## config.mk

```make
export PLATFORM = sky130hd
export DESIGN_NAME = reaction_ctrl_mp
export DESIGN_NICKNAME = d
export VERILOG_FILES = /design/src/rtl/reaction_ctrl_mp.sv
export SDC_FILE = /design/constraint.sdc
export NUM_CORES = 1
export LEC_CHECK = 0
export CAP_MARGIN = 15
export CORE_ASPECT_RATIO = 0.9
export CORE_MARGIN = 2
export CORE_UTILIZATION = 35
export CTS_BUF_LIST = sky130_fd_sc_hd__clkbuf_4
export CTS_CLUSTER_SIZE = 12
export DETAILED_ROUTE_END_ITERATION = 8
export PLACE_DENSITY = 0.52
export SKIP_LAST_GASP = 1
export SYNTH_ARGS = -nofsm -noshare
export SYNTH_HDL_FRONTEND = slang
export SYNTH_SLANG_ARGS = --single-unit
```

## constraint.sdc

```tcl
create_clock -name clk_50M -period 8.25 [get_ports clk_50M]
set_input_delay 1.65 -clock clk_50M [delete_from_list [all_inputs] [get_ports clk_50M]]
set_output_delay 1.65 -clock clk_50M [all_outputs]
set_load 0.05 [all_outputs]
```

## src/rtl/reaction_ctrl_mp.sv

```systemverilog
// rtl/reaction_ctrl_mp.sv - multi-player reaction timer controller with random arm delay, foul detection and best time
//   clk_50M, rst_n            : clock, asynchronous active-low reset
//   clear, start, stop[]      : raw button levels, rising edge acts after 2-flop sync + edge detect
//   led, counter_flag         : GO lamp and counter encoding (00 clear, 01 stopped, 10 running)
//   error_flag, foul_mask     : false start indication and the players who fouled
//   winner                    : index of the winning or fouling player
//   result_ms, result_valid   : last reaction time and its freshness
//   timeout                   : nobody pressed within MAX_MS
//   best_ms                   : minimum valid result since reset or clear
module reaction_ctrl_mp #(
  parameter int unsigned NUM_PLAYERS   = 2,
  parameter int unsigned TICK_CYC      = 50000,
  parameter int unsigned MIN_DELAY_CYC = 100000000,
  parameter int unsigned RANGE_LOG2    = 28,
  parameter int unsigned MAX_MS        = 9999,
  parameter int unsigned RES_W         = 14
) (
  input  logic                   clk_50M,
  input  logic                   rst_n,
  input  logic                   clear,
  input  logic                   start,
  input  logic [NUM_PLAYERS-1:0] stop,
  output logic                   led,
  output logic [1:0]             counter_flag,
  output logic                   error_flag,
  output logic [NUM_PLAYERS-1:0] foul_mask,
  output logic [2:0]             winner,
  output logic [RES_W-1:0]       result_ms,
  output logic                   result_valid,
  output logic                   timeout,
  output logic [RES_W-1:0]       best_ms
);

  localparam int unsigned IN_W  = NUM_PLAYERS + 2;
  localparam int unsigned PRE_W = (TICK_CYC > 1) ? $clog2(TICK_CYC) : 1;
  localparam logic [RES_W-1:0] MAX_R    = RES_W'(MAX_MS);
  localparam logic [PRE_W-1:0] PRE_LAST = PRE_W'(TICK_CYC - 1);
  localparam longint unsigned DELAY_SPAN = longint'(MIN_DELAY_CYC) + (64'd1 << RANGE_LOG2);

  if (DELAY_SPAN >= 64'h1_0000_0000) begin : g_bad_delay
    $error("MIN_DELAY_CYC + 2**RANGE_LOG2 does not fit the 32-bit delay counter");
  end
  if (NUM_PLAYERS < 1 || NUM_PLAYERS > 8) begin : g_bad_players
    $error("NUM_PLAYERS must be 1..8");
  end

  typedef enum logic [2:0] {S_IDLE, S_ARMED, S_GO, S_DONE, S_FOUL} state_t;

  // Button synchronisers, packed as {clear, start, stop}
  logic [IN_W-1:0] in_s1_q, in_s2_q, in_s3_q;
  logic [IN_W-1:0] edge_w;
  logic            clear_edge, start_edge;
  logic [NUM_PLAYERS-1:0] stop_edge;

  always_ff @(posedge clk_50M or negedge rst_n) begin
    if (!rst_n) begin
      in_s1_q <= '0;
      in_s2_q <= '0;
      in_s3_q <= '0;
    end else begin
      in_s1_q <= {clear, start, stop};
      in_s2_q <= in_s1_q;
      in_s3_q <= in_s2_q;
    end
  end

  assign edge_w     = in_s2_q & ~in_s3_q;
  assign clear_edge = edge_w[IN_W-1];
  assign start_edge = edge_w[IN_W-2];
  assign stop_edge  = edge_w[NUM_PLAYERS-1:0];

  // Galois LFSR, x^32+x^22+x^2+x+1; the feedback always sets bit 31 so it never locks at 0
  logic [31:0] lfsr_q, lfsr_d;
  assign lfsr_d = {1'b0, lfsr_q[31:1]} ^ (lfsr_q[0] ? 32'h8020_0003 : 32'h0);

  function automatic logic [2:0] lowest_idx(input logic [NUM_PLAYERS-1:0] v);
    lowest_idx = '0;
    for (int i = int'(NUM_PLAYERS) - 1; i >= 0; i--) begin
      if (v[i]) lowest_idx = 3'(i);
    end
  endfunction

  state_t                 state_q;
  logic [31:0]            delay_cnt_q;
  logic [PRE_W-1:0]       presc_q;
  logic [RES_W-1:0]       ms_cnt_q;
  logic                   led_q, error_q, result_valid_q, timeout_q;
  logic [1:0]             cflag_q;
  logic [NUM_PLAYERS-1:0] foul_q;
  logic [2:0]             winner_q;
  logic [RES_W-1:0]       result_q, best_q;

  always_ff @(posedge clk_50M or negedge rst_n) begin
    if (!rst_n) begin
      lfsr_q         <= 32'h1;
      state_q        <= S_IDLE;
      delay_cnt_q    <= '0;
      presc_q        <= '0;
      ms_cnt_q       <= '0;
      led_q          <= 1'b0;
      cflag_q        <= 2'b00;
      error_q        <= 1'b0;
      foul_q         <= '0;
      winner_q       <= '0;
      result_q       <= '0;
      result_valid_q <= 1'b0;
      timeout_q      <= 1'b0;
      best_q         <= MAX_R;
    end else begin
      lfsr_q <= lfsr_d;
      if (clear_edge) begin
        // Same as reset, but the LFSR keeps its sequence
        state_q        <= S_IDLE;
        delay_cnt_q    <= '0;
        presc_q        <= '0;
        ms_cnt_q       <= '0;
        led_q          <= 1'b0;
        cflag_q        <= 2'b00;
        error_q        <= 1'b0;
        foul_q         <= '0;
        winner_q       <= '0;
        result_q       <= '0;
        result_valid_q <= 1'b0;
        timeout_q      <= 1'b0;
        best_q         <= MAX_R;
      end else begin
        case (state_q)
          S_IDLE, S_DONE, S_FOUL: begin
            if (start_edge) begin
              state_q        <= S_ARMED;
              delay_cnt_q    <= 32'(MIN_DELAY_CYC) + 32'(lfsr_q[RANGE_LOG2-1:0]);
              led_q          <= 1'b0;
              error_q        <= 1'b0;
              foul_q         <= '0;
              result_valid_q <= 1'b0;
              timeout_q      <= 1'b0;
              cflag_q        <= 2'b00;
            end
          end
          S_ARMED: begin
            delay_cnt_q <= delay_cnt_q - 32'd1;
            if (|stop_edge) begin
              state_q  <= S_FOUL;
              foul_q   <= foul_q | stop_edge;
              winner_q <= lowest_idx(stop_edge);
              error_q  <= 1'b1;
              cflag_q  <= 2'b01;
            end else if (delay_cnt_q <= 32'd1) begin
              // <= also catches a zero load so the round cannot stall
              state_q  <= S_GO;
              led_q    <= 1'b1;
              cflag_q  <= 2'b10;
              ms_cnt_q <= '0;
              presc_q  <= '0;
            end
          end
          S_GO: begin
            if (presc_q == PRE_LAST) begin
              presc_q <= '0;
              if (ms_cnt_q != MAX_R) ms_cnt_q <= ms_cnt_q + 1'b1;
            end else begin
              presc_q <= presc_q + 1'b1;
            end
            if (|stop_edge) begin
              state_q        <= S_DONE;
              winner_q       <= lowest_idx(stop_edge);
              result_q       <= ms_cnt_q;
              result_valid_q <= 1'b1;
              led_q          <= 1'b0;
              cflag_q        <= 2'b01;
              if (ms_cnt_q < best_q) best_q <= ms_cnt_q;
            end else if (ms_cnt_q == MAX_R) begin
              state_q   <= S_DONE;
              timeout_q <= 1'b1;
              result_q  <= MAX_R;
              led_q     <= 1'b0;
              cflag_q   <= 2'b01;
            end
          end
          default: state_q <= S_IDLE;
        endcase
      end
    end
  end

  assign led          = led_q;
  assign counter_flag = cflag_q;
  assign error_flag   = error_q;
  assign foul_mask    = foul_q;
  assign winner       = winner_q;
  assign result_ms    = result_q;
  assign result_valid = result_valid_q;
  assign timeout      = timeout_q;
  assign best_ms      = best_q;

endmodule

```

## Yosys cells after proc, flatten, opt, wreduce, memory -nomap -nowiden

Index checks and enable logic that the tools add are counted.

- Output and inout port bits: 39
- Register bits: 148
- Bits of input ports: 6

- Eq/ne operators: 18
- Muxes and demuxes: 61
- Reductions and logical operators: 25
- Bitwise gates (word level): 4
- Add/sub/neg operators: 4
- Order comparisons: 2

Operators by type and width:

| cell | count |
|---|---|
| $mux W14 | 13 |
| $mux W32 | 3 |
| $mux W16 | 4 |
| $pmux W32 S2 | 1 |
| $le A32 B1 Y1 const B | 1 |
| $pmux W16 S2 | 1 |
| $sub A32 B1 Y32 const B | 1 |
| $xor A31 B32 Y32 | 1 |
| $mux W3 | 10 |
| $add A27 B28 Y29 const A | 1 |
| $pmux W14 S2 | 1 |
| $ne A3 B3 Y1 const B | 9 |
| $add A16 B1 Y16 const B | 1 |
| $eq A16 B16 Y1 const B | 1 |
| $mux W2 | 8 |
| $reduce_and A3 Y1 | 5 |
| $add A14 B1 Y14 const B | 1 |
| $eq A14 B14 Y1 const B | 1 |
| $lt A14 B14 Y1 | 1 |
| $ne A14 B14 Y1 const B | 1 |
| $mux W1 | 13 |
| $reduce_bool A3 Y1 | 4 |
| $reduce_and A5 Y1 | 2 |
| $pmux W3 S3 | 1 |
| 18 further kinds | 29 |

## Logic depth before layout (Yosys ltp)

- Word-level depth: 7
- Depth in mapped cells: 10

## Worst setup path before layout

OpenSTA, ideal clock, no wires.

- Path type: reg-to-reg
- Start point: reg delay_cnt_q[4]
- End point: reg ms_cnt_q[3]
- Arrival time: 2.548 ns
- Setup slack: 5.581 ns
- Stages on the path, launching flop included: 8
- Required time: 8.129 ns
- Path buffers: 1
- Cell sequence: dfrtp_1 -> or3_1 -> or3_1 -> or4_4 -> o311a_4 -> or2_1 -> buf_6 -> a22o_1

- Word-level cells in the longest chain between the ends: 3

Ends and longest elaborated chain:

| item | RTL line | RTL |
|---|---|---|
| start, declared | 84 | `logic [31:0] delay_cnt_q;` |
| start signal, assigned | 131 | `delay_cnt_q <= 32'(MIN_DELAY_CYC) + 32'(lfsr_q[RANGE_LOG2-1:0]);` |
| start signal, assigned | 141 | `delay_cnt_q <= delay_cnt_q - 32'd1;` |
| $le A32 B1 Y1 | 148 | `end else if (delay_cnt_q <= 32'd1) begin` |
| $ne A3 B3 Y1 (no line) | n/a |  |
| $reduce_and A5 Y1 (no line) | n/a |  |
| end signal, assigned | 160 | `if (ms_cnt_q != MAX_R) ms_cnt_q <= ms_cnt_q + 1'b1;` |
| end, declared | 86 | `logic [RES_W-1:0] ms_cnt_q;` |

Every way passes these cells.
A chain may end at the register's enable or synchronous reset.

## Worst setup path after layout

- Start point: reg best_q[10], in the netlist best_ms[10]
- End point: out best_ms[10]

RTL lines:

| item | RTL line | RTL |
|---|---|---|
| start, declared | 91 | `logic [RES_W-1:0] result_q, best_q;` |
| start signal, assigned | 171 | `if (ms_cnt_q < best_q) best_q <= ms_cnt_q;` |
| end, declared | 31 | `output logic [RES_W-1:0] best_ms` |

No word-level cell between the ends.

==> impl_results.md <==
* Reg-to-reg endpoint: ms_cnt_q[3]
* Switching share of total power at 0.4414
* CP Launch Type: flip-flop
* Initial antenna violation count at 1
* Die X-Extent at between 150 and 200 um
* Post-CTS setup buffers at 0
* Area Growth Syn to Fin at 13.44%
* Main synth FF type: dfrtp_1
* CTS sink cnt at 146
* Iter 0 DRT Violations at 444
* Root Driver: clkbuf_4
* Slowest CP cell: clkdlybuf4s50_1
* GRT met2 Usage at 0.2599
* Post-route setup TNS at 0 ps
* Vias in the first global route at approximately 6000
* Period utilisation layout at 0.4335
* Number of synthesized flops with an enable pin at 0
* Unique masters post-synth at 65
* First-pass GRT wire length at roughly 33 mm
* Slowest stage delay, CP at 810 ps
* Detailed-route via count at 6374
* Reg clk slew, reported paths at 130 ps
* Run status: complete, no violations
* Worst Setup End Kind: output pin
* Worst Hold End: lfsr_q[27]
* Sequential fraction of the synthesis area at 0.4861
* Mapped Cells at 835
* Avg Cell Area, Syn at 9.030 um2
* Worst-Margin Slew at 1067 ps
* Clk Latency, worst-skew pair at 550 ps
* Die Height at 143.2 um
* Most common cell after layout, fill and taps aside: dfrtp_1
* Most frequent cells in the layout: 137 x dfrtp_1, 101 x o21ai_0, 71 x nor2_1
* Clock skew at roughly 23 ps
* Post-synth ARST share at 1.000
* First drt pass iteration count at 5
* Storage element area at between 3000 and 4000 um2
* Peak VDD IR at 166.3 uV
* Combinational fraction of design power at 0.433
* I/O pin total at 45
* Net switching power at approximately 1.2 mW
* Placer Congestion at 0.8050
* GR Overflow Total at 0
* Worst hold path class: reg2reg
* Dpl hpwl at 13.78 mm
* Depth of the worst register-to-register path at 6
* Port bufs at 42
* Routed wire per std cell at 17.71 um
* CTS tree: built
* Core area at about 21000 um2
* Filler instances at 2086
* Maxcap violations at 0
* CTS Buffer Depth at 2
* Initial cell density of the core at 0.3598
* Hold path cells at 0
* Leak Pwr at about 3.7 nW
* Mapped Area at about 7500 um2
* Flop2flop setup slack at roughly 5000 ps
* Buf/Inv on CP at 1
* Max-slew violations at 0
* Met1 Resource Use GR at 0.2923
* CP arrival at ~1900 ps
* Crit-path cells: clkdlybuf4s50_1
* Resized Gates After CTS at 0
* Total GRT Usage at 0.1857
* Final core utilization at 0.4081
* CP top delay family: buffers and inverters
* Largest net degree at the start of global routing at 94
* Number of synthesized register bits at 146
* Vias per cell at 5.476
* Endpoints failing hold at 0
* Worst path depth at 1
* WS Path Type: reg2out
* P_int at 1.456 mW
* Post-route minimum period at 3576 ps
* Synth Warn # at 0
* DRC violations left at 0
* Gr busiest metal: met1
* Clock network power share at 0.195
* Layout Nets at 887
* Multi-input gate area at 3610 um2
* Cell Pwr Density at 304.8 nW/um2
* Sequential share of power at 0.371
* Critical hold path startpoint: lfsr_q[28]
* Slew HR at 0.2831
* Total number of H-tree levels at 4
* Row count at 50
* Worst flop-to-flop path startpoint: delay_cnt_q[8]
* Met3 GRT Util at 0.03863
* RSZ-0062 raised after global routing: no
* Remaining antenna violation count after routing at 0
* Share of cells above drive strength 1 at 0.07763
* CP required at 6600 ps
* Endpoints failing setup at 0
* Final WL at 20.62 mm
* Num CTS Buffers at 17
* Hold-fix buffer count after cts at 0
* Total Die Area at roughly 23000 um2
* F_max at ~0.28 GHz
* Top fanout value on the critical path at 3
-- kinds of logic after synthesis --
family,count (synthesis),synth area share
DFF,146,0.4861
buffers and inverters,69,0.03667
and+or+nand+nor,324,0.2149
other,1,0.0004974
AOI/OAI and AO/OA,251,0.2000
adders and majority gates,18,0.02987
muxes,9,0.01228
xor gates and xnor gates,17,0.01975
-- power groups by stage --
stage / sequential [mW] / combinational, mW / clock, mW
5_1_grt: 0.989 / 1.25 / 0.559
3_5_place_dp: 0.979 / 1.12 / 0
6_report: 0.968 / 1.13 / 0.509
2_1_floorplan: 1.10 / 0.651 / 0
3_3_place_gp: 0.979 / 1.11 / 0
4_1_cts: 0.966 / 1.12 / 0.525
-- state kept, by name, indices dropped and copies added, names as in the netlist, 3 cells and up --
signal       cells
best_ms         14
delay_cnt_q     32
in_s1_q          4
in_s2_q          4
in_s3_q          4
lfsr_q          32
ms_cnt_q        14
presc_q         16
result_ms       14
state_q          3
-- through the flow --
| step | hold WS (ps) | power, mW | std cells | cell area [um2] | setup WS [ps] |
|---|---|---|---|---|---|
| after floorplan | 331.2 | 1.751 | 836 | 7543 | 5581 |
| after detailed placement | 334.7 | 2.097 | 1128 | 8215 | 5065 |
| after global placement | 333.1 | 2.093 | 1128 | 8215 | 5105 |
| after CTS | 364.8 | 2.613 | 1160 | 8529 | 4609 |
| final | 362.5 | 2.607 | 1164 | 8553 | 4674 |
| after global routing | 381.7 | 2.794 | 1164 | 8553 | 4571 |
-- cells in the mapped netlist, types with 3 or more instances --
cell type | n | area, um2
nor2_1 | 71 | 266.5
a211oi_1 | 9 | 67.56
or3_1 | 11 | 68.82
nand4_1 | 11 | 68.82
a22o_1 | 3 | 26.28
nand2_1 | 69 | 259.0
nand3_1 | 47 | 235.2
o221ai_1 | 3 | 26.28
o21a_1 | 3 | 22.52
xor2_1 | 11 | 96.34
a22oi_1 | 4 | 30.03
a31oi_1 | 14 | 87.58
nor3b_1 | 3 | 22.52
inv_1 | 23 | 86.33
xnor2_1 | 6 | 52.55
nand2b_1 | 10 | 62.56
o31ai_1 | 9 | 67.56
o21ai_0 | 101 | 505.5
a21oi_1 | 60 | 300.3
nor3_1 | 36 | 180.2
ha_1 | 18 | 225.2
or2_2 | 4 | 25.02
mux2i_1 | 7 | 70.07
o211ai_1 | 6 | 45.04
o2bb2ai_1 | 8 | 70.07
dfstp_2 | 9 | 236.5
o22ai_1 | 7 | 43.79
nor2b_1 | 7 | 43.79
a21o_1 | 4 | 30.03
and2_1 | 7 | 43.79
dfrtp_1 | 137 | 3428
nor4_1 | 16 | 100.1
clkbuf_1 | 41 | 153.9
and3_1 | 15 | 93.84
-- layer usage --
layer	up-vias	wire length, um
met5	-	0
met2	151	8405
li1	3105	-
met3	9	1007
met4	0	107
met1	3109	11100
-- how the worst max path moves through the flow --
stage                         from           to
finish                 best_ms[10]  best_ms[10]
global route            best_ms[9]   best_ms[9]
CTS                    best_ms[10]  best_ms[10]
detailed placement  delay_cnt_q[8]  ms_cnt_q[3]
global placement    delay_cnt_q[8]  ms_cnt_q[3]
floorplan           delay_cnt_q[4]  ms_cnt_q[3]
-- layout make-up --
cell class	count	share of cell area
antenna	2	0.0005851
clock buffer	20	0.01755
clock inverter	12	0.01916
inverter	23	0.01009
multi-input combinational	621	0.4220
sequential	146	0.4285
tap	286	0.04184
timing repair buffer	54	0.06027
Note: power is estimated with default switching activity, not from simulation.
